--- config.mk ---
export PLATFORM = sky130hd
export DESIGN_NAME = uart_tx_wrapper_flat
export DESIGN_NICKNAME = d
export VERILOG_FILES = /design/src/rtl/uart_pkg.sv /design/src/rtl/uart_tx_wrapper_if.sv /design/src/rtl/uart_tx_wrapper_fifo.sv /design/src/rtl/uart_tx_wrapper.sv /design/src/flat_wrapper.sv
export SDC_FILE = /design/constraint.sdc
export NUM_CORES = 1
export LEC_CHECK = 0
export CAP_MARGIN = 20
export CORE_UTILIZATION = 40
export CTS_CLUSTER_SIZE = 24
export DETAILED_ROUTE_END_ITERATION = 10
export PLACE_DENSITY = 0.63
export SLEW_MARGIN = 20
export SYNTH_ARGS = -nofsm -noshare
export SYNTH_HDL_FRONTEND = slang
export SYNTH_SLANG_ARGS = --single-unit
--- constraint.sdc ---
create_clock -name Clock -period 9.97 [get_ports Clock]
set_clock_uncertainty 0.1 [all_clocks]
set_input_delay 0.997 -clock Clock [delete_from_list [all_inputs] [get_ports Clock]]
set_output_delay 0.997 -clock Clock [all_outputs]
set_load 0.05 [all_outputs]
--- src/rtl/uart_pkg.sv ---
// Shared types and helpers for the UART transmit path.
// Used by the FIFO, the bus interface and the uart_tx_wrapper top.
package uart_pkg;

    localparam int UART_DATA_W = 8;

    typedef enum logic [2:0] {
        IDLE,
        START,
        DATA,
        PARITY,
        STOP
    } tx_state_t;

    function automatic int clks_per_bit(input int clk_freq, input int baud);
        return clk_freq / baud;
    endfunction

endpackage

--- src/rtl/uart_tx_wrapper_if.sv ---
// Host-side write port and status/serial outputs of the UART transmitter.
// The master modport is the host; the slave modport is the transmitter.
interface uart_tx_wrapper_if;
    import uart_pkg::*;

    logic [UART_DATA_W-1:0] WriteData;
    logic                   WriteEnable;
    logic                   FifoFull;
    logic                   Overflow;
    logic                   Busy;
    logic                   SDO;

    modport master (
        output WriteData, WriteEnable,
        input  FifoFull, Overflow, Busy, SDO
    );

    modport slave (
        input  WriteData, WriteEnable,
        output FifoFull, Overflow, Busy, SDO
    );

endinterface

--- src/rtl/uart_tx_wrapper_fifo.sv ---
// Single-clock byte FIFO with first-word-fall-through read data.
// Pointers wrap naturally; count is one bit wider than the pointers.
module uart_tx_fifo
    import uart_pkg::*;
#(
    parameter int DEPTH = 16
) (
    input  logic                   clk,
    input  logic                   rst_n,
    input  logic                   push,
    input  logic [UART_DATA_W-1:0] wdata,
    input  logic                   pop,
    output logic [UART_DATA_W-1:0] rdata,
    output logic                   full,
    output logic                   empty,
    output logic [$clog2(DEPTH):0] count
);

    localparam int AW = $clog2(DEPTH);

    logic [UART_DATA_W-1:0] mem [DEPTH];
    logic [AW-1:0]          wptr;
    logic [AW-1:0]          rptr;
    logic                   do_push;
    logic                   do_pop;

    assign full    = (count == (AW+1)'(DEPTH));
    assign empty   = (count == '0);
    assign do_push = push & ~full;
    assign do_pop  = pop & ~empty;
    assign rdata   = mem[rptr];

    always_ff @(posedge clk) begin
        if (do_push) mem[wptr] <= wdata;
    end

    always_ff @(posedge clk or negedge rst_n) begin
        if (!rst_n) begin
            wptr  <= '0;
            rptr  <= '0;
            count <= '0;
        end else begin
            if (do_push) wptr <= wptr + 1'b1;
            if (do_pop)  rptr <= rptr + 1'b1;
            unique case ({do_push, do_pop})
                2'b10:   count <= count + 1'b1;
                2'b01:   count <= count - 1'b1;
                default: count <= count;
            endcase
        end
    end

endmodule

--- src/rtl/uart_tx_wrapper.sv ---
// Buffered 8N1 UART transmitter: byte FIFO feeding a baud-timed shifter.
// Define UART_TX_PARITY_EN to append an even-parity bit (8E1 frames).
module uart_tx_wrapper
    import uart_pkg::*;
#(
    parameter int CLK_FREQ   = 100000000,
    parameter int BAUD       = 115200,
    parameter int FIFO_DEPTH = 16
) (
    input  logic Clock,
    input  logic Reset_n,
    uart_tx_wrapper_if.slave bus
);

    localparam int CPB = clks_per_bit(CLK_FREQ, BAUD);
    localparam int CW  = (CPB > 1) ? $clog2(CPB) : 1;
    localparam int AW  = $clog2(FIFO_DEPTH);

    tx_state_t              state;
    logic [CW-1:0]          cnt;
    logic [2:0]             idx;
    logic [UART_DATA_W-1:0] shift;
    logic [UART_DATA_W-1:0] rdata;
    logic [AW:0]            count;
    logic                   sdo;
    logic                   sdo_next;
    logic                   busy;
    logic                   ovf;
    logic                   full;
    logic                   empty;
    logic                   push;
    logic                   pop;
    logic                   last;

    assign last = (cnt == CW'(CPB - 1));
    assign push = bus.WriteEnable & ~full;
    assign pop  = ~empty & ((state == IDLE) | ((state == STOP) & last));

    uart_tx_fifo #(
        .DEPTH (FIFO_DEPTH)
    ) u_fifo (
        .clk   (Clock),
        .rst_n (Reset_n),
        .push  (push),
        .wdata (bus.WriteData),
        .pop   (pop),
        .rdata (rdata),
        .full  (full),
        .empty (empty),
        .count (count)
    );

`ifdef UART_TX_PARITY_EN
    logic par;

    always_ff @(posedge Clock or negedge Reset_n) begin
        if (!Reset_n)  par <= 1'b0;
        else if (pop)  par <= ^rdata;
    end
`endif

    // Line level follows the state one cycle late, giving the 2-edge latency.
    always_comb begin
        sdo_next = 1'b1;
        unique case (state)
            START:   sdo_next = 1'b0;
            DATA:    sdo_next = shift[0];
`ifdef UART_TX_PARITY_EN
            PARITY:  sdo_next = par;
`endif
            default: sdo_next = 1'b1;
        endcase
    end

    always_ff @(posedge Clock or negedge Reset_n) begin
        if (!Reset_n) begin
            state <= IDLE;
            cnt   <= '0;
            idx   <= '0;
            shift <= '0;
            sdo   <= 1'b1;
            busy  <= 1'b0;
            ovf   <= 1'b0;
        end else begin
            sdo  <= sdo_next;
            busy <= (state != IDLE) | (count != '0);
            ovf  <= bus.WriteEnable & full;
            unique case (state)
                IDLE: begin
                    cnt <= '0;
                    if (pop) begin
                        shift <= rdata;
                        state <= START;
                    end
                end
                START: begin
                    if (last) begin
                        cnt   <= '0;
                        idx   <= '0;
                        state <= DATA;
                    end else cnt <= cnt + 1'b1;
                end
                DATA: begin
                    if (last) begin
                        cnt   <= '0;
                        shift <= shift >> 1;
                        idx   <= idx + 3'd1;
`ifdef UART_TX_PARITY_EN
                        if (idx == 3'd7) state <= PARITY;
`else
                        if (idx == 3'd7) state <= STOP;
`endif
                    end else cnt <= cnt + 1'b1;
                end
`ifdef UART_TX_PARITY_EN
                PARITY: begin
                    if (last) begin
                        cnt   <= '0;
                        state <= STOP;
                    end else cnt <= cnt + 1'b1;
                end
`endif
                STOP: begin
                    if (last) begin
                        cnt <= '0;
                        if (pop) begin
                            shift <= rdata;
                            state <= START;
                        end else state <= IDLE;
                    end else cnt <= cnt + 1'b1;
                end
                default: state <= IDLE;
            endcase
        end
    end

    assign bus.FifoFull = full;
    assign bus.Overflow = ovf;
    assign bus.Busy     = busy;
    assign bus.SDO      = sdo;

endmodule

--- src/flat_wrapper.sv ---
// flat-port wrapper written by rule: the top's interface ports become plain ports
module uart_tx_wrapper_flat import uart_pkg::*;
#(
    parameter int CLK_FREQ   = 100000000,
    parameter int BAUD       = 115200,
    parameter int FIFO_DEPTH = 16
)
  (Clock, Reset_n, bus_WriteData, bus_WriteEnable, bus_FifoFull, bus_Overflow, bus_Busy, bus_SDO);
  uart_tx_wrapper_if bus_i ();
  input  logic Clock;
  input  logic Reset_n;
  input wire logic [$bits(bus_i.WriteData)-1:0] bus_WriteData;
  input wire logic [$bits(bus_i.WriteEnable)-1:0] bus_WriteEnable;
  output wire logic [$bits(bus_i.FifoFull)-1:0] bus_FifoFull;
  output wire logic [$bits(bus_i.Overflow)-1:0] bus_Overflow;
  output wire logic [$bits(bus_i.Busy)-1:0] bus_Busy;
  output wire logic [$bits(bus_i.SDO)-1:0] bus_SDO;
  assign bus_i.WriteData = bus_WriteData;
  assign bus_i.WriteEnable = bus_WriteEnable;
  assign bus_FifoFull = bus_i.FifoFull;
  assign bus_Overflow = bus_i.Overflow;
  assign bus_Busy = bus_i.Busy;
  assign bus_SDO = bus_i.SDO;
  uart_tx_wrapper #(.CLK_FREQ(CLK_FREQ), .BAUD(BAUD), .FIFO_DEPTH(FIFO_DEPTH)) u_core (.Clock(Clock), .Reset_n(Reset_n), .bus(bus_i));
endmodule
==> results of run 1 <==
==> through the flow <==
stage	util	setup WS, ns	cell area [um2]	cells	total power [uW]
2_1_floorplan	-	6.768	7142	483	979.4
3_3_place_gp	0.4308	6.546	7477	698	1035
3_5_place_dp	0.4308	6.417	7477	698	1042
4_1_cts	0.4652	6.423	8074	729	1705
5_1_grt	0.4665	6.223	8097	729	1762
6_report	0.4665	6.394	8097	729	1695
==> logic make-up (layout without fill, tap and decap cells) <==
family | after synthesis | in the layout | share of synthesized area
mux | 64 | 64 | 0.09706
fa+ha+maj | 13 | 13 | 0.02383
xor+xnor | 11 | 11 | 0.01349
buf+inv | 39 | 60 | 0.02190
flops | 168 | 168 | 0.6785
compound gates | 98 | 98 | 0.09829
simple gates | 90 | 90 | 0.06693
==> worst min-delay path by stage <==
stage                     from               to  slack [ns]
4_1_cts        u_core.shift[7]  u_core.shift[7]        0.41
2_1_floorplan  u_core.shift[1]  u_core.shift[1]        0.38
6_report       u_core.shift[7]  u_core.shift[7]        0.41
3_5_place_dp   u_core.shift[7]  u_core.shift[7]        0.40
5_1_grt        u_core.shift[7]  u_core.shift[7]        0.42
3_3_place_gp   u_core.shift[7]  u_core.shift[7]        0.39
==> cell type report <==
class                           instances  area, um2
Tap cell                              225      281.5
Clock inverter                         14      171.4
Timing Repair Buffer                   18      165.2
Multi-Input combinational cell        276       2162
Sequential cell                       168       4850
Inverter                               11      41.29
Clock buffer                           17      425.4
Fill cell                            1454       9260
==> worst max-delay path, delay by kind of cell (launching register included) <==
family          cells  cell delay (ns)
compound gates      2             0.65
xor+xnor            1             0.14
fa+ha+maj           3             0.96
buf+inv             1             0.10
flops               1             0.39
simple gates        5             1.17
==> cell usage in the layout (no fill, tap or decap), types with 3 or more instances in the layout <==
cell	n
a21o_1	5
a21oi_1	6
a22o_1	6
a22oi_1	30
a31oi_1	7
a32o_1	6
and2_1	3
and3_1	4
buf_4	4
bufinv_16	3
clkbuf_16	17
clkdlybuf4s50_1	13
clkinvlp_4	3
dfrtp_1	38
edfxtp_1	128
ha_1	12
inv_1	11
inv_6	3
mux2i_1	58
mux4_2	4
nand2_1	21
nand3_1	5
nor2_1	18
nor2b_1	5
nor3_1	6
nor3_2	4
nor3b_1	5
nor4_1	3
o21ai_0	23
o31ai_1	7
xnor2_1	7
xor2_1	4
==> power by group through the flow <==
| stage | combinational [uW] | clock [uW] | sequential [uW] |
|---|---|---|---|
| 6_report | 167 | 664 | 864 |
| 3_5_place_dp | 168 | 0 | 874 |
| 5_1_grt | 189 | 704 | 870 |
| 3_3_place_gp | 163 | 0 | 872 |
| 4_1_cts | 168 | 676 | 861 |
| 2_1_floorplan | 119 | 0 | 860 |
==> per-layer routing <==
layer	track usage	vias up
met5	0	-
li1	-	1876
met2	0.2863	104
met3	0.04415	6
met1	0.2280	1998
met4	0.04744	0
==> registers in the layout (all words and copies together) (netlist names) <==
register             flops
u_core.bus.Busy          1
u_core.bus.Overflow      1
u_core.bus.SDO           1
u_core.cnt              10
u_core.idx               3
u_core.shift             8
u_core.state             3
u_core.u_fifo.count      5
u_core.u_fifo.mem      128
u_core.u_fifo.rptr       4
u_core.u_fifo.wptr       4
==> flow_summary.rst, run 1 <==
.. list-table::
   :header-rows: 1

   * - Metric
     - Value
   * - Crit path capture
     - u_core.u_fifo.count[4]
   * - Starting Density
     - 0.4115
   * - Crit Path Category
     - reg -> reg
   * - Slowest cell on the critical path
     - a2111oi_4
   * - Antenna violations before repair
     - 0
   * - Number of global-route vias before repair
     - slightly above 4,000
   * - Standard-cell row count
     - 48
   * - Share of cells above drive strength 1
     - 0.1091
   * - Total I/O pin count
     - 15
   * - Yosys warning total
     - 0
   * - Async S/R FF share, synth
     - 0.2381
   * - Setup TNS
     - 0 ns
   * - Clock network power share
     - 0.392
   * - Peak fanout along the critical path
     - 6
   * - Number of enable flip-flop cells after synthesis
     - 128
   * - Maximum count of clock buffers along a single path
     - 2
   * - Mean number of vias per cell
     - 5.465
   * - Worst path required time
     - 10.21 ns
   * - Area of the die
     - 18,390 um2
   * - Cells along the critical path
     - ha_1 > nand4b_1 > or3_4 > a2111oi_4 > ha_1 > inv_1 > fa_1 > nor2b_1 > o21ai_0 > and3_1 > nor3_1 > xnor2_1
   * - Yosys cell types
     - 50
   * - Number of H-tree branching levels
     - 4
   * - Per-cell routed wire length
     - 20.07 um
   * - Slack of the worst reg-to-reg path
     - 6.39 ns
   * - CP endpoint kind
     - flop
   * - Clock Latency Late Sink
     - between 0.4 and 0.5 ns
   * - Post-synth top flop
     - edfxtp_1
   * - Antenna cells
     - 0
   * - Final-report max-slew violation count
     - 0
   * - Switching power of the nets
     - 418.0 uW
   * - Most frequent CP cell
     - ha_1
   * - Fraction of the yosys area taken by sequential cells
     - 0.6785
   * - Share of power burned in registers
     - 0.510
   * - Overflow left after global routing
     - 0
   * - Total of buffers placed on input and output ports
     - 14
   * - R2r endpoint
     - u_core.u_fifo.count[4]
   * - Worst slew pin tran
     - 1.081 ns
   * - Launching element type of the critical path
     - flop
   * - Top achievable clock speed
     - 279.6 MHz
   * - Wire length the detailed router placed on met1
     - 6275 um
   * - Routability-driven placement congestion ratio
     - 0.8427
   * - Nets
     - 516
   * - Sw Ratio
     - 0.2466
   * - Number of clock sinks
     - 168
   * - Run status
     - complete, no violations
   * - Area of the core
     - roughly 17,000 um2
   * - Initial DRC Count
     - about 370
   * - Total CTS buffers
     - 17
   * - Standby leakage power
     - 0.002724 uW
   * - Routed wire length
     - 14,630 um
   * - Layout overhead on the synthesized area
     - 13.37%
   * - Most area-consuming cells after synthesis
     - edfxtp_1 (54%), dfrtp_1 (14%), mux2i_1 (8.1%)
   * - Synthesized netlist net count
     - 507
   * - Final number of hold-violating endpoints
     - 0
   * - Worst Reg2Reg Path Length in Cells
     - 12
   * - Total vias in the final route
     - between 3,000 and 4,000
   * - Number of buffers inserted for hold repair after clock tree synthesis
     - 0
   * - Height of the die
     - about 140 um
   * - Clock tree root driver cell
     - clkbuf_16
   * - # Post-CTS Setup Buffers
     - 0
   * - Number of standard cells after synthesis
     - slightly below 500
   * - Cell accounting for the most synthesized area
     - edfxtp_1
   * - RR Startpoint
     - u_core.cnt[0]
   * - Fin Hold WS
     - 0.4144 ns
   * - Average cell area after synthesis
     - around 15 um2
   * - Worst EP arrival
     - 3.82 ns
   * - Placed wire-length estimate after detailed placement
     - 9404 um
   * - Met2 wire len
     - 7382 um
   * - Worst relative slew slack
     - 0.2764
   * - Pin count of the biggest net entering global routing
     - 43
   * - Unrepaired setup endpoints after global routing
     - no
   * - Part of the total power dissipated in combinational logic
     - 0.099
   * - Longest individual stage delay on the worst path
     - 0.54 ns
   * - Final clock period utilization by the worst path
     - 0.3587
   * - Quantity of gates resized following cts
     - 0
   * - Share of Yosys cell area claimed by the top area cell type
     - 0.5382
   * - Most instantiated library cell after synthesis
     - edfxtp_1
   * - Number of optimization iterations in the first detailed-route pass
     - 4
   * - Total GRT Usage
     - 0.1742
   * - First-pass GRT wire length
     - 23,090 um
   * - Pint
     - between 1000 and 1500 uW
   * - Antenna violation net count after detailed routing
     - 0
   * - Most frequent cells after synthesis
     - edfxtp_1 (128), mux2i_1 (58), dfrtp_1 (39)
   * - Max-cap check violation count
     - 0
   * - DR DRC count
     - 0
   * - WL met3
     - ~890 um
   * - Setup violators final
     - 0
   * - Hold path depth
     - 1
   * - Clock edge transition at the registers on the reported setup and hold paths
     - 0.06 ns
   * - Worst hold path class
     - reg -> reg
   * - Worst supply voltage drop on vdd
     - 0.1243 mV
   * - Synthesized area
     - 7142 um2
   * - Period minus WS final
     - 3.576 ns
   * - Worst Setup SP
     - u_core.cnt[0]
   * - Clock tree from TritonCTS
     - done
   * - X dimension of the die
     - 135.6 um
   * - Power Dens Cells
     - 209.3 nW/um2
   * - Total of flip-flops plus latches after synthesis
     - 168
   * - Highest Signal Layer
     - met4
Power figures use the tool's default switching activity.
==> run 2: changes to the inputs <==
--- a/config.mk
+++ b/config.mk
@@ -9,7 +9,7 @@
 export CORE_UTILIZATION = 40
 export CTS_CLUSTER_SIZE = 24
 export DETAILED_ROUTE_END_ITERATION = 10
-export PLACE_DENSITY = 0.63
+export PLACE_DENSITY = 0.65
 export SLEW_MARGIN = 20
 export SYNTH_ARGS = -nofsm -noshare
 export SYNTH_HDL_FRONTEND = slang
==> constraint.sdc (replaced) <==
create_clock -name Clock -period 3.11 [get_ports Clock]
set_clock_uncertainty 0.1 [all_clocks]
set_input_delay 0.311 -clock Clock [delete_from_list [all_inputs] [get_ports Clock]]
set_output_delay 0.311 -clock Clock [all_outputs]
set_load 0.05 [all_outputs]
==> flow_summary.rst, run 2 (synthesis results as in run 1) <==
.. list-table::
   :header-rows: 1

   * - Metric
     - Value
   * - Per-cell routed wire length
     - 18.70 um (was 20.07 um)
   * - Hold path depth
     - 2 (was 1)
   * - Routed wire length
     - 14,280 um (was 14,630 um)
   * - Area of the core
     - 17,360 um2 (unchanged)
   * - Nets
     - 551 (was 516)
   * - CP endpoint kind
     - flop (unchanged)
   * - Leading cell types in the layout, fill and taps excluded
     - edfxtp_1 (128), mux2i_1 (58), dfrtp_1 (38) (unchanged)
   * - Area of the die
     - 18,390 um2 (unchanged)
   * - Share of power burned in registers
     - 0.497 (was 0.510)
   * - Peak fanout along the critical path
     - 4 (was 6)
   * - Number of clock sinks
     - 168 (unchanged)
   * - Multi-input gate area in the final layout
     - 2168 um2 (was 2162 um2)
   * - Setup WS post-layout
     - 0.1663 ns (was 6.394 ns)
   * - Launching element type of the critical path
     - flop (unchanged)
   * - Total CTS buffers
     - 17 (unchanged)
   * - Worst Setup Slack post-DPL
     - -0.0008340 ns (was 6.417 ns)
   * - Setup violators final
     - 0 (unchanged)
   * - Mean number of vias per cell
     - 5.335 (was 5.465)
   * - Largest reg by FF count
     - u_core.u_fifo.mem (unchanged)
   * - Final-report max-slew violation count
     - 0 (unchanged)
   * - Most common cell after layout, fill and taps aside
     - edfxtp_1 (unchanged)
   * - Final number of hold-violating endpoints
     - 0 (unchanged)
   * - Worst EP arrival
     - 3.20 ns (was 3.82 ns)
   * - Antenna violations before repair
     - 0 (unchanged)
   * - Antenna cells
     - 0 (unchanged)
   * - Total vias in the final route
     - 4,076 (was 3,984)
   * - X dimension of the die
     - 135.6 um (unchanged)
   * - Reg area
     - 4850 um2 (unchanged)
   * - Final clock period utilization by the worst path
     - 0.9465 (was 0.3587)
   * - Maximum count of clock buffers along a single path
     - 2 (unchanged)
   * - Number of H-tree branching levels
     - 4 (unchanged)
   * - Overflow left after global routing
     - 0 (unchanged)
   * - Worst relative slew slack
     - 0.3811 (was 0.2764)
   * - Total GRT Usage
     - 0.1707 (was 0.1742)
   * - Clock network power share
     - 0.396 (was 0.392)
   * - Total of buffers placed on input and output ports
     - 14 (unchanged)
   * - Flip-flop count of the largest register, all copies and words added
     - 128 (unchanged)
   * - Total of fill cells in the finished design
     - 1,449 (was 1,454)
   * - Power Dens Cells
     - 660.6 nW/um2 (was 209.3 nW/um2)
   * - Worst slew pin tran
     - 0.9283 ns (was 1.081 ns)
   * - Height of the die
     - 135.6 um (unchanged)
   * - Clock edge transition at the registers on the reported setup and hold paths
     - 0.07 ns (was 0.06 ns)
   * - Sw Ratio
     - 0.2510 (was 0.2466)
   * - Crit Path Category
     - reg -> reg (unchanged)
   * - Registers with the most flip-flops
     - u_core.u_fifo.mem (128), u_core.cnt (10), u_core.shift (8) (unchanged)
   * - Max-cap check violation count
     - 0 (unchanged)
   * - Worst path required time
     - 3.36 ns (was 10.21 ns)
   * - Standby leakage power
     - 0.002915 uW (was 0.002724 uW)
   * - Period minus WS final
     - 2.944 ns (was 3.576 ns)
   * - Number of global-route vias before repair
     - 4,153 (was 4,028)
   * - DR DRC count
     - 0 (unchanged)
   * - Initial DRC Count
     - 278 (was 365)
   * - Number of optimization iterations in the first detailed-route pass
     - 6 (was 4)
   * - Routability-driven placement congestion ratio
     - 0.8201 (was 0.8427)
   * - Placed wire-length estimate after detailed placement
     - 9440 um (was 9404 um)
   * - Clock tree from TritonCTS
     - done (unchanged)
   * - Run status
     - complete, no violations (unchanged)
   * - Setup TNS
     - 0 ns (unchanged)
   * - Pin count of the biggest net entering global routing
     - 41 (was 43)
   * - Clock tree root driver cell
     - clkbuf_16 (unchanged)
   * - Unrepaired setup endpoints after global routing
     - no (unchanged)
   * - Worst hold path class
     - in -> reg (was reg -> reg)
   * - Part of the total power dissipated in combinational logic
     - 0.107 (was 0.099)
   * - Clock Latency Late Sink
     - 0.43 ns (was 0.42 ns)
   * - Top achievable clock speed
     - 339.7 MHz (was 279.6 MHz)
   * - Worst supply voltage drop on vdd
     - 0.6432 mV (was 0.1243 mV)
   * - Total I/O pin count
     - 15 (unchanged)
   * - Layout overhead on the synthesized area
     - 17.61% (was 13.37%)
   * - First-pass GRT wire length
     - 22,670 um (was 23,090 um)
   * - Share of cells above drive strength 1
     - 0.1688 (was 0.1091)
   * - Antenna violation net count after detailed routing
     - 0 (unchanged)
   * - Standard-cell row count
     - 48 (unchanged)
   * - Worst Reg2Reg Path Length in Cells
     - 11 (was 12)
   * - Starting Density
     - 0.4115 (unchanged)
   * - Switching power of the nets
     - 1393 uW (was 418.0 uW)
   * - Pint
     - 4156 uW (was 1277 uW)
-- run 2: area by class of cell --
type,instances,area share
sequential,168,0.5774
multi-input combinational,276,0.2582
timing repair buffer,53,0.05273
clock buffer,18,0.05109
tap,225,0.03352
clock inverter,13,0.02220
inverter,11,0.004916
-- run 2: power groups by stage --
stage | clock (uW) | sequential (uW) | combinational, uW
2_1_floorplan | 0 | 2760 | 383
3_3_place_gp | 0 | 2790 | 567
3_5_place_dp | 0 | 2800 | 588
4_1_cts | 2240 | 2760 | 594
5_1_grt | 2320 | 2780 | 660
6_report | 2200 | 2760 | 591
-- run 2: per-layer routing --
layer / share of wire / GRT usage
met1: 0.47 / 0.2270
met2: 0.48 / 0.2724
met3: 0.040 / 0.03928
met4: 0.014 / 0.06180
met5: 0 / 0
-- run 2: worst max-delay path: stages, from the launching register on --
cell	delay (ns)
dfrtp_1	0.38
or3_4	0.40
or3_4	0.37
a2111oi_4	0.33
ha_2	0.23
inv_1	0.07
fa_2	0.35
nor2b_2	0.14
o21ai_2	0.06
and3_1	0.18
nor3_2	0.12
xnor2_1	0.13
-- run 2: worst paths after layout --
check | slack [ns] | start | end
max | 0.17 | u_core.cnt[4] | u_core.u_fifo.count[4]
min | 0.41 | bus_WriteEnable | u_core.bus.Overflow
max reg2reg | 0.17 | u_core.cnt[4] | u_core.u_fifo.count[4]
min reg2reg | 0.41 | u_core.shift[7] | u_core.shift[7]
max in group asynchronous | 1.76 | Reset_n | u_core.u_fifo.rptr[2]
min in group asynchronous | 0.46 | Reset_n | u_core.u_fifo.count[1]
-- run 2: metrics by stage --
stage,utilization,total power (uW),hold WS [ns],instances,cell area [um2]
2_1_floorplan,-,3141,-0.08459,483,7149
5_1_grt,0.4839,5752,0.4157,764,8399
3_3_place_gp,0.4458,3354,0.3947,730,7737
4_1_cts,0.4828,5589,0.3939,764,8381
6_report,0.4839,5549,0.4096,764,8399
3_5_place_dp,0.4458,3389,0.3974,730,7737
-- run 2: what timing repair did --
action | CTS | global route
setup endpoints to repair | 1 | 1
buffers inserted | 2 | 0
pin swaps | 2 | 3
hold endpoints to repair | 39 | 0
hold buffers | 1 | 0
gates resized for setup | 1 | 5
==> run 3: changes to the inputs <==
--- a/config.mk
+++ b/config.mk
@@ -5,10 +5,12 @@
 export SDC_FILE = /design/constraint.sdc
 export NUM_CORES = 1
 export LEC_CHECK = 0
+export ABC_CLOCK_PERIOD_IN_PS = 3110
 export CAP_MARGIN = 20
 export CORE_UTILIZATION = 40
 export CTS_CLUSTER_SIZE = 24
 export DETAILED_ROUTE_END_ITERATION = 10
+export GPL_TIMING_DRIVEN = 0
 export PLACE_DENSITY = 0.65
 export SLEW_MARGIN = 20
 export SYNTH_ARGS = -nofsm -noshare
==> flow_summary.rst, run 3 (synthesis results as in run 1) <==
.. list-table::
   :header-rows: 1

   * - Metric
     - Value
   * - Nets
     - 549 (was 551)
   * - Standard-cell row count
     - 48 (unchanged)
   * - Antenna cells
     - 0 (unchanged)
   * - Unrepaired setup endpoints after global routing
     - yes (was no)
   * - Total I/O pin count
     - 15 (unchanged)
   * - Total GRT Usage
     - 0.1749 (was 0.1707)
   * - Peak fanout along the critical path
     - 4 (unchanged)
   * - Setup violators final
     - 0 (unchanged)
   * - Standby leakage power
     - 0.002804 uW (was 0.002915 uW)
   * - Worst slew pin tran
     - 0.8172 ns (was 0.9283 ns)
   * - Maximum count of clock buffers along a single path
     - 2 (unchanged)
   * - Clock tree root driver cell
     - clkbuf_16 (unchanged)
   * - Worst relative slew slack
     - 0.4532 (was 0.3811)
   * - Initial DRC Count
     - 312 (was 278)
   * - First-pass GRT wire length
     - 23,180 um (was 22,670 um)
   * - Mean number of vias per cell
     - 5.512 (was 5.335)
   * - Number of clock sinks
     - 168 (unchanged)
   * - Leading cell types in the layout, fill and taps excluded
     - edfxtp_1 (128), mux2i_1 (58), dfrtp_1 (39) (was edfxtp_1 (128), mux2i_1 (58), dfrtp_1 (38))
   * - Max-cap check violation count
     - 0 (unchanged)
   * - CP endpoint kind
     - flop (unchanged)
   * - Wire length the detailed router placed on met1
     - 6772 um (was 6689 um)
   * - Worst supply voltage drop on vdd
     - 0.4244 mV (was 0.6432 mV)
   * - Clock edge transition at the registers on the reported setup and hold paths
     - 0.06 ns (was 0.07 ns)
   * - Routability-driven placement congestion ratio
     - 0.8401 (was 0.8201)
   * - Power Dens Cells
     - 649.6 nW/um2 (was 660.6 nW/um2)
   * - Clock tree from TritonCTS
     - done (unchanged)
   * - Most common cell after layout, fill and taps aside
     - edfxtp_1 (unchanged)
   * - Number of optimization iterations in the first detailed-route pass
     - 4 (was 6)
   * - WL met3
     - 678 um (was 572 um)
   * - Launching element type of the critical path
     - flop (unchanged)
   * - Setup WS post-layout
     - 0.08726 ns (was 0.1663 ns)
   * - Share of cells above drive strength 1
     - 0.1338 (was 0.1688)
   * - Met2 wire len
     - 7192 um (was 6823 um)
   * - Height of the die
     - 135.6 um (unchanged)
   * - Total CTS buffers
     - 17 (unchanged)
   * - Area of the die
     - 18,390 um2 (unchanged)
   * - Overflow left after global routing
     - 0 (unchanged)
   * - Routed wire length
     - 14,900 um (was 14,280 um)
   * - Total of buffers placed on input and output ports
     - 14 (unchanged)
   * - Total vias in the final route
     - 4,206 (was 4,076)
   * - Starting Density
     - 0.4115 (unchanged)
   * - Antenna violation net count after detailed routing
     - 0 (unchanged)
   * - Flip-flop count of the largest register, all copies and words added
     - 128 (unchanged)
   * - X dimension of the die
     - 135.6 um (unchanged)
   * - Final number of hold-violating endpoints
     - 0 (unchanged)
   * - Clock Latency Late Sink
     - 0.43 ns (about the same)
   * - Antenna violations before repair
     - 0 (unchanged)
   * - Run status
     - complete, no violations (unchanged)
   * - Layout overhead on the synthesized area
     - 15.73% (was 17.61%)
   * - Highest Signal Layer
     - met4 (unchanged)
   * - Number of H-tree branching levels
     - 4 (unchanged)
   * - Pin count of the biggest net entering global routing
     - 22 (was 41)
   * - Top achievable clock speed
     - 330.8 MHz (was 339.7 MHz)
   * - Fin Hold WS
     - 0.2942 ns (was 0.4096 ns)
   * - Final-report max-slew violation count
     - 0 (unchanged)
   * - DR DRC count
     - 0 (unchanged)
   * - Number of global-route vias before repair
     - 4,219 (was 4,153)
   * - Period minus WS final
     - 3.023 ns (was 2.944 ns)
   * - Registers with the most flip-flops
     - u_core.u_fifo.mem (128), u_core.cnt (10), u_core.shift (8) (unchanged)
   * - Final clock period utilization by the worst path
     - 0.9719 (was 0.9465)
   * - Worst Setup Slack post-DPL
     - -0.3292 ns (was -0.0008340 ns)
   * - Worst path required time
     - 3.37 ns (was 3.36 ns)
   * - Crit Path Category
     - reg -> reg (unchanged)
   * - Per-cell routed wire length
     - 19.53 um (was 18.70 um)
   * - Largest reg by FF count
     - u_core.u_fifo.mem (unchanged)
   * - Area of the core
     - 17,360 um2 (unchanged)
   * - Worst EP arrival
     - 3.28 ns (was 3.20 ns)
   * - Worst hold path class
     - in -> async (was in -> reg)
   * - Placed wire-length estimate after detailed placement
     - 9960 um (was 9440 um)
## run 3: changes by cell type in the layout (fill, tap and decap cells not counted), moves of 2 or more
| cell | delta |
|---|---|
| clkbuf_1 | +18 |
| buf_4 | -30 |
| buf_1 | +2 |
| bufinv_16 | -2 |
| nor3_1 | -4 |
| nor3_2 | +4 |
| buf_2 | +8 |
| clkinvlp_4 | +2 |
## run 3: path summary, 6_finish.rpt
check / from / end / slack [ns] / depth (start not counted)
max: u_core.cnt[4] / u_core.u_fifo.count[4] / 0.09 / 11
min: Reset_n / u_core.u_fifo.count[0] / 0.29 / 2
max reg2reg: u_core.cnt[4] / u_core.u_fifo.count[4] / 0.09 / 11
min reg2reg: u_core.shift[0] / u_core.shift[0] / 0.42 / 2
max in group asynchronous: Reset_n / u_core.bus.SDO / 2.05 / 3
min in group Clock: bus_WriteEnable / u_core.bus.Overflow / 0.40 / 2
## run 3: cell type report
class | instances | area (um2)
fillers | 1499 | 9091
repair buffers | 23 | 225.2
plain buffers | 28 | 115.1
well taps | 225 | 281.5
flip-flops and latches | 168 | 4846
inverters | 11 | 41.29
clock inverters | 14 | 138.9
multi-input cells | 276 | 2188
clock buffers | 18 | 429.2
## run 3: per-layer routing
layer	track usage	vias to the layer above
met5	0	-
met4	0.06055	0
met3	0.04340	26
met2	0.2868	94
met1	0.2252	2142
li1	-	1944
## run 3: timing repair
action,CTS,global route
resized for setup,4,1
gates cloned,0,0
setup endpoints to repair,2,2
hold buffers,1,0
hold endpoints to repair,20,0
pin swaps,6,3
setup buffers,6,1
## run 3: worst max-delay path: stages (launching register included)
cell and delay [ns]:
dfrtp_1 0.41, or3_4 0.39, or3_4 0.39, a2111oi_4 0.35, ha_2 0.26, inv_2 0.05
fa_2 0.35, nor2b_1 0.12, o21ai_1 0.08, and3_1 0.19, nor3_2 0.12, xnor2_1 0.13
## run 3: per-stage QoR
| stage | setup TNS, ns | util | instance area (um2) | total power [uW] | cells |
|---|---|---|---|---|---|
| floorplan | 0 | - | 7149 | 3141 | 483 |
| global placement | -0.2330 | 0.4362 | 7571 | 3321 | 722 |
| detailed placement | -0.3632 | 0.4387 | 7614 | 3374 | 723 |
| CTS | 0 | 0.4754 | 8252 | 5399 | 762 |
| global route | -0.03947 | 0.4762 | 8265 | 5577 | 763 |
| finish | 0 | 0.4762 | 8265 | 5369 | 763 |
## run 3: power by group
part / internal (uW) / switching (uW) / leakage, uW
Clock: 1120 / 911 / 0.000271
Sequential: 2650 / 84.3 / 0.00165
Combinational: 193 / 408 / 0.000885
Total: 3970 / 1400 / 0.00280
